File: src/rtl/numimg_reg_reader_pkg.sv
// rtl/numimg_reg_reader_pkg.sv - shared constants, state encoding and byte select helper
package numimg_reg_reader_pkg;

  // FSM state encoding, kept as plain 2-bit constants so older tools
  // and waveform scripts that match on raw values keep working.
  typedef logic [1:0] state_t;

  localparam logic [1:0] ST_IDLE  = 2'd0;
  localparam logic [1:0] ST_FLUSH = 2'd1;
  localparam logic [1:0] ST_WAIT  = 2'd2;
  localparam logic [1:0] ST_SEND  = 2'd3;

  // The image-count register is 32 bits, sent as four bytes.
  localparam int NUMIMG_BYTES           = 4;
  localparam int BYTE_IDX_W             = 2;
  localparam int DEFAULT_TIMEOUT_CYCLES = 16;

  // Byte index 0 is the most significant byte, so the host sees the
  // nav count first and the science count last.
  function automatic logic [7:0] numimg_byte_sel(input logic [31:0]           shadow,
                                                 input logic [BYTE_IDX_W-1:0] idx);
    logic [7:0] b;
    case (idx)
      2'd0:    b = shadow[31:24];
      2'd1:    b = shadow[23:16];
      2'd2:    b = shadow[15:8];
      default: b = shadow[7:0];
    endcase
    return b;
  endfunction

endpackage

File: src/rtl/numimg_reg_reader_serializer.sv
// rtl/numimg_reg_reader_serializer.sv - 32-bit shadow emitted as four bytes over valid/ready
module numimg_byte_serializer
  import numimg_reg_reader_pkg::*;
(
  input  logic        clk,
  input  logic        rst,
  input  logic        load_i,
  input  logic [31:0] load_data_i,
  input  logic        byte_ready_i,
  output logic [7:0]  byte_o,
  output logic        byte_valid_o,
  output logic        last_xfer_o
);

  logic [31:0]           shadow_q, shadow_d;
  logic [BYTE_IDX_W-1:0] idx_q, idx_d;
  logic [7:0]            byte_q, byte_d;
  logic                  valid_q, valid_d;

  logic xfer;
  logic last_idx;

  assign xfer        = valid_q & byte_ready_i;
  assign last_idx    = (idx_q == BYTE_IDX_W'(NUMIMG_BYTES - 1));
  assign last_xfer_o = xfer & last_idx;

  // Next-state: a load primes the first byte; each transfer steps to the next
  // byte, and the final transfer drops valid. Load wins if both ever coincide.
  always_comb begin
    shadow_d = shadow_q;
    idx_d    = idx_q;
    byte_d   = byte_q;
    valid_d  = valid_q;
    if (load_i) begin
      shadow_d = load_data_i;
      idx_d    = '0;
      byte_d   = numimg_byte_sel(load_data_i, '0);
      valid_d  = 1'b1;
    end else if (xfer) begin
      if (last_idx) begin
        idx_d   = '0;
        byte_d  = '0;
        valid_d = 1'b0;
      end else begin
        idx_d  = idx_q + BYTE_IDX_W'(1);
        byte_d = numimg_byte_sel(shadow_q, idx_q + BYTE_IDX_W'(1));
      end
    end
  end

  // State registers; out_byte is held here so it stays stable while stalled.
  always_ff @(posedge clk) begin
    if (rst) begin
      shadow_q <= '0;
      idx_q    <= '0;
      byte_q   <= '0;
      valid_q  <= 1'b0;
    end else begin
      shadow_q <= shadow_d;
      idx_q    <= idx_d;
      byte_q   <= byte_d;
      valid_q  <= valid_d;
    end
  end

  assign byte_o       = byte_q;
  assign byte_valid_o = valid_q;

endmodule

File: src/rtl/numimg_reg_reader.sv
// rtl/numimg_reg_reader.sv - flushes the image-count register and streams it to the host
module numimg_reg_reader
  import numimg_reg_reader_pkg::*;
#(
  parameter int TIMEOUT_CYCLES = DEFAULT_TIMEOUT_CYCLES
) (
  input  logic        clk,
  input  logic        rst,
  input  logic        in_rd_req,
  output logic        start_flush_numimg_reg,
  input  logic [31:0] in_numimg_reg,
  input  logic        in_valid_numimg_reg,
  output logic [7:0]  out_byte,
  output logic        out_byte_valid,
  input  logic        in_byte_ready,
  output logic        out_busy,
  output logic        out_done,
  output logic        out_timeout
);

  // Counter must be able to hold TIMEOUT_CYCLES itself; it never wraps
  // because reaching the limit always leaves WAIT.
  localparam int              CNT_W     = $clog2(TIMEOUT_CYCLES + 1);
  localparam logic [CNT_W-1:0] CNT_LIMIT = CNT_W'(TIMEOUT_CYCLES);

  state_t           state_q, state_d;
  logic [CNT_W-1:0] cnt_q, cnt_d;
  logic [CNT_W-1:0] cnt_inc;
  logic             flush_q, busy_q, done_q, timeout_q;
  logic             done_d, timeout_d;
  logic             load;
  logic             last_xfer;

  assign cnt_inc = cnt_q + CNT_W'(1);

  // Control FSM: request -> one flush cycle -> wait for register -> send.
  // In WAIT, valid is checked before the limit so a late answer still wins.
  always_comb begin
    state_d   = state_q;
    cnt_d     = cnt_q;
    load      = 1'b0;
    done_d    = 1'b0;
    timeout_d = 1'b0;
    case (state_q)
      ST_IDLE: begin
        cnt_d = '0;
        if (in_rd_req) state_d = ST_FLUSH;
      end
      ST_FLUSH: begin
        cnt_d   = '0;
        state_d = ST_WAIT;
      end
      ST_WAIT: begin
        if (in_valid_numimg_reg) begin
          load    = 1'b1;
          cnt_d   = '0;
          state_d = ST_SEND;
        end else begin
          cnt_d = cnt_inc;
          if (cnt_inc == CNT_LIMIT) begin
            timeout_d = 1'b1;
            state_d   = ST_IDLE;
          end
        end
      end
      ST_SEND: begin
        if (last_xfer) begin
          done_d  = 1'b1;
          state_d = ST_IDLE;
        end
      end
      default: state_d = ST_IDLE;
    endcase
  end

  // Registered state and outputs, derived from the next state so each
  // output lines up with the state it describes.
  always_ff @(posedge clk) begin
    if (rst) begin
      state_q   <= ST_IDLE;
      cnt_q     <= '0;
      flush_q   <= 1'b0;
      busy_q    <= 1'b0;
      done_q    <= 1'b0;
      timeout_q <= 1'b0;
    end else begin
      state_q   <= state_d;
      cnt_q     <= cnt_d;
      flush_q   <= (state_d == ST_FLUSH) || (state_d == ST_WAIT);
      busy_q    <= (state_d != ST_IDLE);
      done_q    <= done_d;
      timeout_q <= timeout_d;
    end
  end

  numimg_byte_serializer u_ser (
    .clk          (clk),
    .rst          (rst),
    .load_i       (load),
    .load_data_i  (in_numimg_reg),
    .byte_ready_i (in_byte_ready),
    .byte_o       (out_byte),
    .byte_valid_o (out_byte_valid),
    .last_xfer_o  (last_xfer)
  );

  assign start_flush_numimg_reg = flush_q;
  assign out_busy               = busy_q;
  assign out_done               = done_q;
  assign out_timeout            = timeout_q;

endmodule

File: config.mk
export PLATFORM = sky130hd
export DESIGN_NAME = numimg_reg_reader
export DESIGN_NICKNAME = d
export VERILOG_FILES = /design/src/rtl/numimg_reg_reader_pkg.sv /design/src/rtl/numimg_reg_reader_serializer.sv /design/src/rtl/numimg_reg_reader.sv
export SDC_FILE = /design/constraint.sdc
export NUM_CORES = 1
export LEC_CHECK = 0
export BUFFER_PORTS_ARGS = -buffer_cell sky130_fd_sc_hd__buf_2
export CORE_MARGIN = 2
export CORE_UTILIZATION = 45
export DETAILED_ROUTE_END_ITERATION = 12
export GPL_TIMING_DRIVEN = 0
export HOLD_SLACK_MARGIN = 0.06
export PLACE_DENSITY = 0.71
export SYNTH_ARGS = -nofsm -noshare
export SYNTH_HDL_FRONTEND = slang
export SYNTH_SLANG_ARGS = --single-unit
File: constraint.sdc
create_clock -name clk -period 2.8 [get_ports clk]
set_clock_uncertainty 0.1 [all_clocks]
set_input_delay 0.56 -clock clk [delete_from_list [all_inputs] [get_ports clk]]
set_output_delay 0.56 -clock clk [all_outputs]
set_load 0.005 [all_outputs]
==> impl_metrics.env, run 1 <==
export IMPL_status="complete, no violations"
export IMPL_cts_tree="done"
export IMPL_final_setup_worst_slack_ns=0.8906
export IMPL_htreeDepth=2
export IMPL_rsz0062_at_grt="no"
export IMPL_postRouteAntennaNets=0
export IMPL_insertion_delay_ns=0.31
export IMPL_cp_required_ns=2.88
export IMPL_critPathKind="flop to flop"
export IMPL_synth_seq_cells=54
export IMPL_area_growth_pct=18.16
export IMPL_firstDrtPassIters=7
export IMPL_final_instance_count_excl_fill=408
export IMPL_ys_dominant_reg_cell="dfxtp_1"
export IMPL_clockBufferDepth=2
export IMPL_crit_fanout=8
export IMPL_arrival_ns=1.99
export IMPL_place_congestion=0.8164
export IMPL_clock_root_buffer="clkbuf_8"
export IMPL_placed_area_um2=2669
export IMPL_crit_buf_inv=2
export IMPL_top_usage_layer="met2"
export IMPL_regMostFlops="u_ser.shadow_q"
export IMPL_power_mw=1.413
export IMPL_largest_reg_flops=32
export IMPL_slew_headroom=0.6556
export IMPL_nNetsFinal=381
export IMPL_grt_overflow_total=0
export IMPL_timing_final_crit_share=0.6819
export IMPL_cts_buffers=5
export IMPL_cp_start_kind="flop"
export IMPL_ys_types=35
export IMPL_fmax_ghz=0.5237
export IMPL_synth_nets=325
export IMPL_gr_usage_all_layers=0.2064
export IMPL_slowest_delay_ns=0.50
export IMPL_r2r_setup_slack_ns=0.89
export IMPL_worstSetupEndpointType="flop"
export IMPL_syn_area_per_cell_um2=8.313
export IMPL_die_h_um=76.05
export IMPL_setup_violations=0
export IMPL_drt_wirelength_per_cell_um=14.20
export IMPL_drv_slew=0
export IMPL_r2r_start="u_ser.idx_q[0]"
export IMPL_synthCells=281
export IMPL_start_util=0.4633
export IMPL_holdCritPathClass="flop to flop"
export IMPL_cts_sinks=54
export IMPL_core_um2=5042
export IMPL_ys_seq_area_frac=0.4628
export IMPL_pin_count=50
export IMPL_path_depth=6
export IMPL_via_count=2201
export IMPL_drv_cap=0
export IMPL_crit_chain="inv_1 > ha_1 > buf_1 > a222oi_1 > o21a_1 > o22ai_1"
export IMPL_grt_max_degree=16
export IMPL_async_flop_share=0
export IMPL_cts_resized=0
export IMPL_final_min_clock_period_ns=1.909
export IMPL_dp_cells=400
export IMPL_p_per_area_nw_per_um2=511.9
export IMPL_grtUsageMet1=0.2928
export IMPL_dp_hpwl_um=4230
export IMPL_nFillCells=492
export IMPL_drtIter0Drc=156
export IMPL_grt_pass1_vias=1926
export IMPL_worstSetupStartpoint="u_ser.idx_q[0]"
export IMPL_r2r_end="u_ser.byte_o[1]"
export IMPL_drive_gt1_frac=0.1775
export IMPL_dp_slack_ns=0.8195
export IMPL_critPathSlowestCell="a222oi_1"
export IMPL_peakVddDrop_uv=258.1
export IMPL_grt_first_pass_wirelength_um=9556
export IMPL_final_area_um2=2760
export IMPL_holdBufCountCts=0
export IMPL_design_die_area_um2=5784
export IMPL_final_setup_tns_ns=0
export IMPL_vias_per_cell=5.395
export IMPL_hold_viol_final=0
export IMPL_cts_setup_buffers=0
export IMPL_reg2reg_depth=6
export IMPL_crit_path_end="u_ser.byte_o[1]"
export IMPL_p_leak_nw=1.072
export IMPL_synth_edf_count=0
export IMPL_synth_area_um2=2336
export IMPL_clk_pin_slew_ns=0.09
export IMPL_die_w_um=76.05
export IMPL_path_delay_family="compound AO/OA/AOI/OAI gates"
export IMPL_yosys_warnings=0
export IMPL_port_buffers=49
export IMPL_tightest_slew_ns=0.5166
export IMPL_grt_use_met2=0.3152
export IMPL_met3_usage=0.05332
export IMPL_wirelength_um=5792
export IMPL_diodes=0
export IMPL_antenna_found_initial=0
export IMPL_num_rows=26
export IMPL_post_route_drc_count=0
==> worst reg2reg max path, cell delays in order (launching register included) <==
cell      delay (ns)
dfxtp_1         0.44
inv_1           0.09
ha_1            0.20
buf_1           0.22
a222oi_1        0.50
o21a_1          0.17
o22ai_1         0.07
==> synth_stat cells (3+ instances only) <==
master	number	area [um2]
inv_1	5	18.77
nand2_1	76	285.3
nor3_1	3	15.01
o22ai_1	10	62.56
nor2_1	9	33.78
a21oi_1	34	170.2
ha_1	7	87.58
clkbuf_1	19	71.32
a222oi_1	8	80.08
and4b_1	8	80.08
dfxtp_1	54	1081
buf_1	3	11.26
nor2b_1	3	18.77
o21a_1	8	60.06
a31oi_1	8	50.05
==> power by group <==
group | internal [mW] | leakage (nW) | switching, mW
Clock | 0.200 | 0.0482 | 0.244
Combinational | 0.0677 | 0.586 | 0.0862
Sequential | 0.796 | 0.438 | 0.0189
==> cell usage in the layout (no fill, tap or decap), types with 2 or more instances in the layout <==
master    Yosys  final
nand2_1      76     76
dfxtp_1      54     54
buf_2         0     49
a21oi_1      34     34
clkbuf_1     19     20
o22ai_1      10     10
nor2_1        9      9
a222oi_1      8      8
o21a_1        8      8
and4b_1       8      8
a31oi_1       8      8
ha_1          7      7
clkbuf_8      0      6
inv_1         5      5
nor2b_1       3      3
buf_1         3      3
nor3_1        3      3
nand3_1       2      2
buf_6         2      2
nand3b_1      2      2
o21ai_1       2      2
mux2i_1       2      2
nor3b_1       2      2
==> kinds of logic (layout without fill, tap and decap cells) <==
kind of cell    count (synthesis)  count (layout)  share of synthesized area
mux                             3               3                    0.01339
buf+inv                        29              86                    0.05303
xor+xnor                        1               1                   0.003750
compound gates                 75              75                     0.2035
simple gates                  112             112                     0.2260
fa+ha+maj                       7               7                    0.03749
flops                          54              54                     0.4628
==> layer usage <==
| layer | share of wire | wire length (um) |
|---|---|---|
| met3 | 0.065 | 377 |
| met1 | 0.47 | 2731 |
| met2 | 0.45 | 2632 |
| met5 | 0 | 0 |
| met4 | 0.0086 | 50 |
==> per-stage QoR <==
step	utilization	hold WS, ns
after floorplan	-	0.3357
after global placement	0.5293	0.3438
after detailed placement	0.5293	0.3463
after CTS	0.5474	0.3593
after global routing	0.5474	0.3803
final	0.5474	0.3604
==> cell type report <==
cell class                 count  area [um2]  share of cell area
buffer                        24       105.1             0.03808
clock buffer                   7       86.33             0.03128
sequential                    54        1081              0.3917
timing repair buffer          49       245.2             0.08885
tap                           70       87.58             0.03173
clock inverter                 1       5.005            0.001813
inverter                       5       18.77            0.006800
multi-input combinational    198        1131              0.4098
==> worst min-delay path by stage <==
stage                            start  depth (start not counted)                  to  slack (ns)
floorplan           u_ser.shadow_q[10]                          2  u_ser.shadow_q[10]        0.34
global placement    u_ser.shadow_q[28]                          2  u_ser.shadow_q[28]        0.34
detailed placement  u_ser.shadow_q[31]                          2  u_ser.shadow_q[31]        0.35
CTS                 u_ser.shadow_q[31]                          2  u_ser.shadow_q[31]        0.36
global route         u_ser.shadow_q[7]                          2   u_ser.shadow_q[7]        0.38
finish              u_ser.shadow_q[11]                          2  u_ser.shadow_q[11]        0.36
(Power assumes the default switching activity.)
==> run 2: changes to the inputs <==
Settings changed: PLACE_DENSITY 0.71 to 0.74.
Clock period 2.8 ns to 1.75 ns, I/O delays scaled along.
==> run 2 against run 1 <==
First-iteration DRC count is 19% higher. Routed wire length grew 2.0%. Sequential share of layout area is 0.20 points lower. Critical endpoint is now start_flush_numimg_reg. Via count down 0.18%. Combinational power grew 68%. Core utilization is 0.47 points higher. Fmax grew 12%. Clock power rose by 68%. Critical path type unchanged. Count of clock-buffer cells in the layout decreased by 2.
==> impl_metrics.env, run 2 (synthesis gave the netlist of run 1 again) <==
export IMPL_status="complete, no violations"
export IMPL_crit_fanout=5
export IMPL_cts_sinks=54
export IMPL_postRouteAntennaNets=0
export IMPL_placed_area_um2=2669
export IMPL_grt_max_degree=20
export IMPL_dp_slack_ns=-0.1583
export IMPL_whs_path_depth=3
export IMPL_cp_start_kind="flop"
export IMPL_pin_count=50
export IMPL_setup_violations=0
export IMPL_start_util=0.4633
export IMPL_clock_root_buffer="clkbuf_8"
export IMPL_p_per_area_nw_per_um2=829.6
export IMPL_hp_start="in_numimg_reg[4]"
export IMPL_final_cell_mix="nand2_1 (76), dfxtp_1 (51), buf_2 (49)"
export IMPL_drt_wirelength_per_cell_um=14.55
export IMPL_final_min_clock_period_ns=1.699
export IMPL_largest_reg_flops=32
export IMPL_grt_first_pass_wirelength_um=9425
export IMPL_regMostFlops="u_ser.shadow_q"
export IMPL_drive_gt1_frac=0.2113
export IMPL_drtIter0Drc=185
export IMPL_place_congestion=0.8512
export IMPL_holdBufCountCts=0
export IMPL_nNetsFinal=379
export IMPL_die_h_um=76.05
export IMPL_timing_final_crit_share=0.9707
export IMPL_post_route_drc_count=0
export IMPL_firstDrtPassIters=4
export IMPL_hold_viol_final=0
export IMPL_final_area_um2=2784
export IMPL_num_rows=26
export IMPL_worstSetupStartpoint="cnt_q[0]"
export IMPL_mostFrequentLayoutCell="nand2_1"
export IMPL_cts_tree="done"
export IMPL_fmax_ghz=0.5887
export IMPL_reg2reg_depth=5
export IMPL_gr_usage_all_layers=0.2031
export IMPL_peakVddDrop_uv=413.1
export IMPL_arrival_ns=1.79
export IMPL_antenna_found_initial=0
export IMPL_rsz0062_at_grt="no"
export IMPL_htreeDepth=2
export IMPL_holdCritPathClass="input port to flop"
export IMPL_grt_overflow_total=0
export IMPL_clockBufferDepth=2
export IMPL_wirelength_um=5907
export IMPL_port_buffers=49
export IMPL_cts_buffers=5
export IMPL_r2r_start="cnt_q[0]"
export IMPL_worstSetupEndpointType="flop"
export IMPL_nFillCells=482
export IMPL_critPathKind="flop to flop"
export IMPL_tightest_slew_ns=0.5244
export IMPL_area_growth_pct=19.18
export IMPL_cp_required_ns=1.84
export IMPL_clk_pin_slew_ns=0.11
export IMPL_vias_per_cell=5.411
export IMPL_p_leak_nw=1.077
export IMPL_drv_cap=0
export IMPL_via_count=2197
export IMPL_design_die_area_um2=5784
export IMPL_core_um2=5042
export IMPL_slew_headroom=0.6504
export IMPL_grt_pass1_vias=1996
export IMPL_dp_hpwl_um=4312
export IMPL_final_setup_worst_slack_ns=0.05136
export IMPL_drv_slew=0
export IMPL_diodes=0
export IMPL_insertion_delay_ns=0.33
export IMPL_die_w_um=76.05
## run 2: cell count changes in the layout (fill, tap and decap cells not counted), moves of 2 or more
cell,change
clkbuf_1,-5
dfxtp_1,-3
dfxtp_2,+3
clkbuf_2,+2
ha_1,-2
ha_2,+2
inv_6,+2
## run 2: path summary, 6_finish.rpt
path	endpoint	slack, ns
setup / recovery	start_flush_numimg_reg	0.05
hold / removal	u_ser.shadow_q[4]	0.14
setup reg to reg	start_flush_numimg_reg	0.05
hold reg to reg	u_ser.shadow_q[30]	0.36
## run 2: metrics by stage
step / power, mW / hold WS [ns] / utilization / TNS, ns / std cells
finish: 2.310 / 0.1442 / 0.5521 / 0 / 406
global route: 2.384 / 0.1547 / 0.5521 / 0 / 406
CTS: 2.312 / 0.1468 / 0.5494 / 0 / 407
detailed placement: 1.581 / 0.3492 / 0.5293 / -0.7466 / 400
global placement: 1.574 / 0.3444 / 0.5293 / -0.6684 / 400
floorplan: 1.470 / 0.3357 / - / 0 / 281
## run 2: per-layer routing
layer	vias to the layer above	routed length, um	GRT usage
met3	5	323	0.04147
met1	1033	2785	0.2815
met5	-	0	0
met2	66	2748	0.3268
met4	0	50	0.05091
li1	1093	-	-
## run 2: area by class of cell
| class | instances | area, um2 | share of cell area |
|---|---|---|---|
| Clock inverter | 3 | 26.28 | 0.009438 |
| Timing Repair Buffer | 49 | 245.2 | 0.08809 |
| Tap cell | 70 | 87.58 | 0.03146 |
| Clock buffer | 5 | 68.82 | 0.02472 |
| Buffer | 22 | 103.9 | 0.03730 |
| Inverter | 5 | 18.77 | 0.006742 |
| Multi-Input combinational cell | 198 | 1149 | 0.4126 |
| Sequential cell | 54 | 1085 | 0.3897 |
## run 2: report_power, final
group	switching, mW	internal (mW)	total (mW)
registers	0.0300	1.27	1.30
clock network	0.452	0.295	0.748
logic	0.145	0.113	0.258
## run 2: worst max-delay path, cell delays in order, from the launching register on
cell and delay (ns):
dfxtp_1 0.45, nand2_1 0.09, mux2_2 0.30, a211o_1 0.26, ha_1 0.26, nor2b_1 0.12
## run 2: timing repair
item,CTS,global route
endpoints found under the hold margin,0,0
setup endpoints to repair,10,6
pin swaps,2,3
gates cloned,0,0
setup buffers,0,0
gates resized for setup,7,4
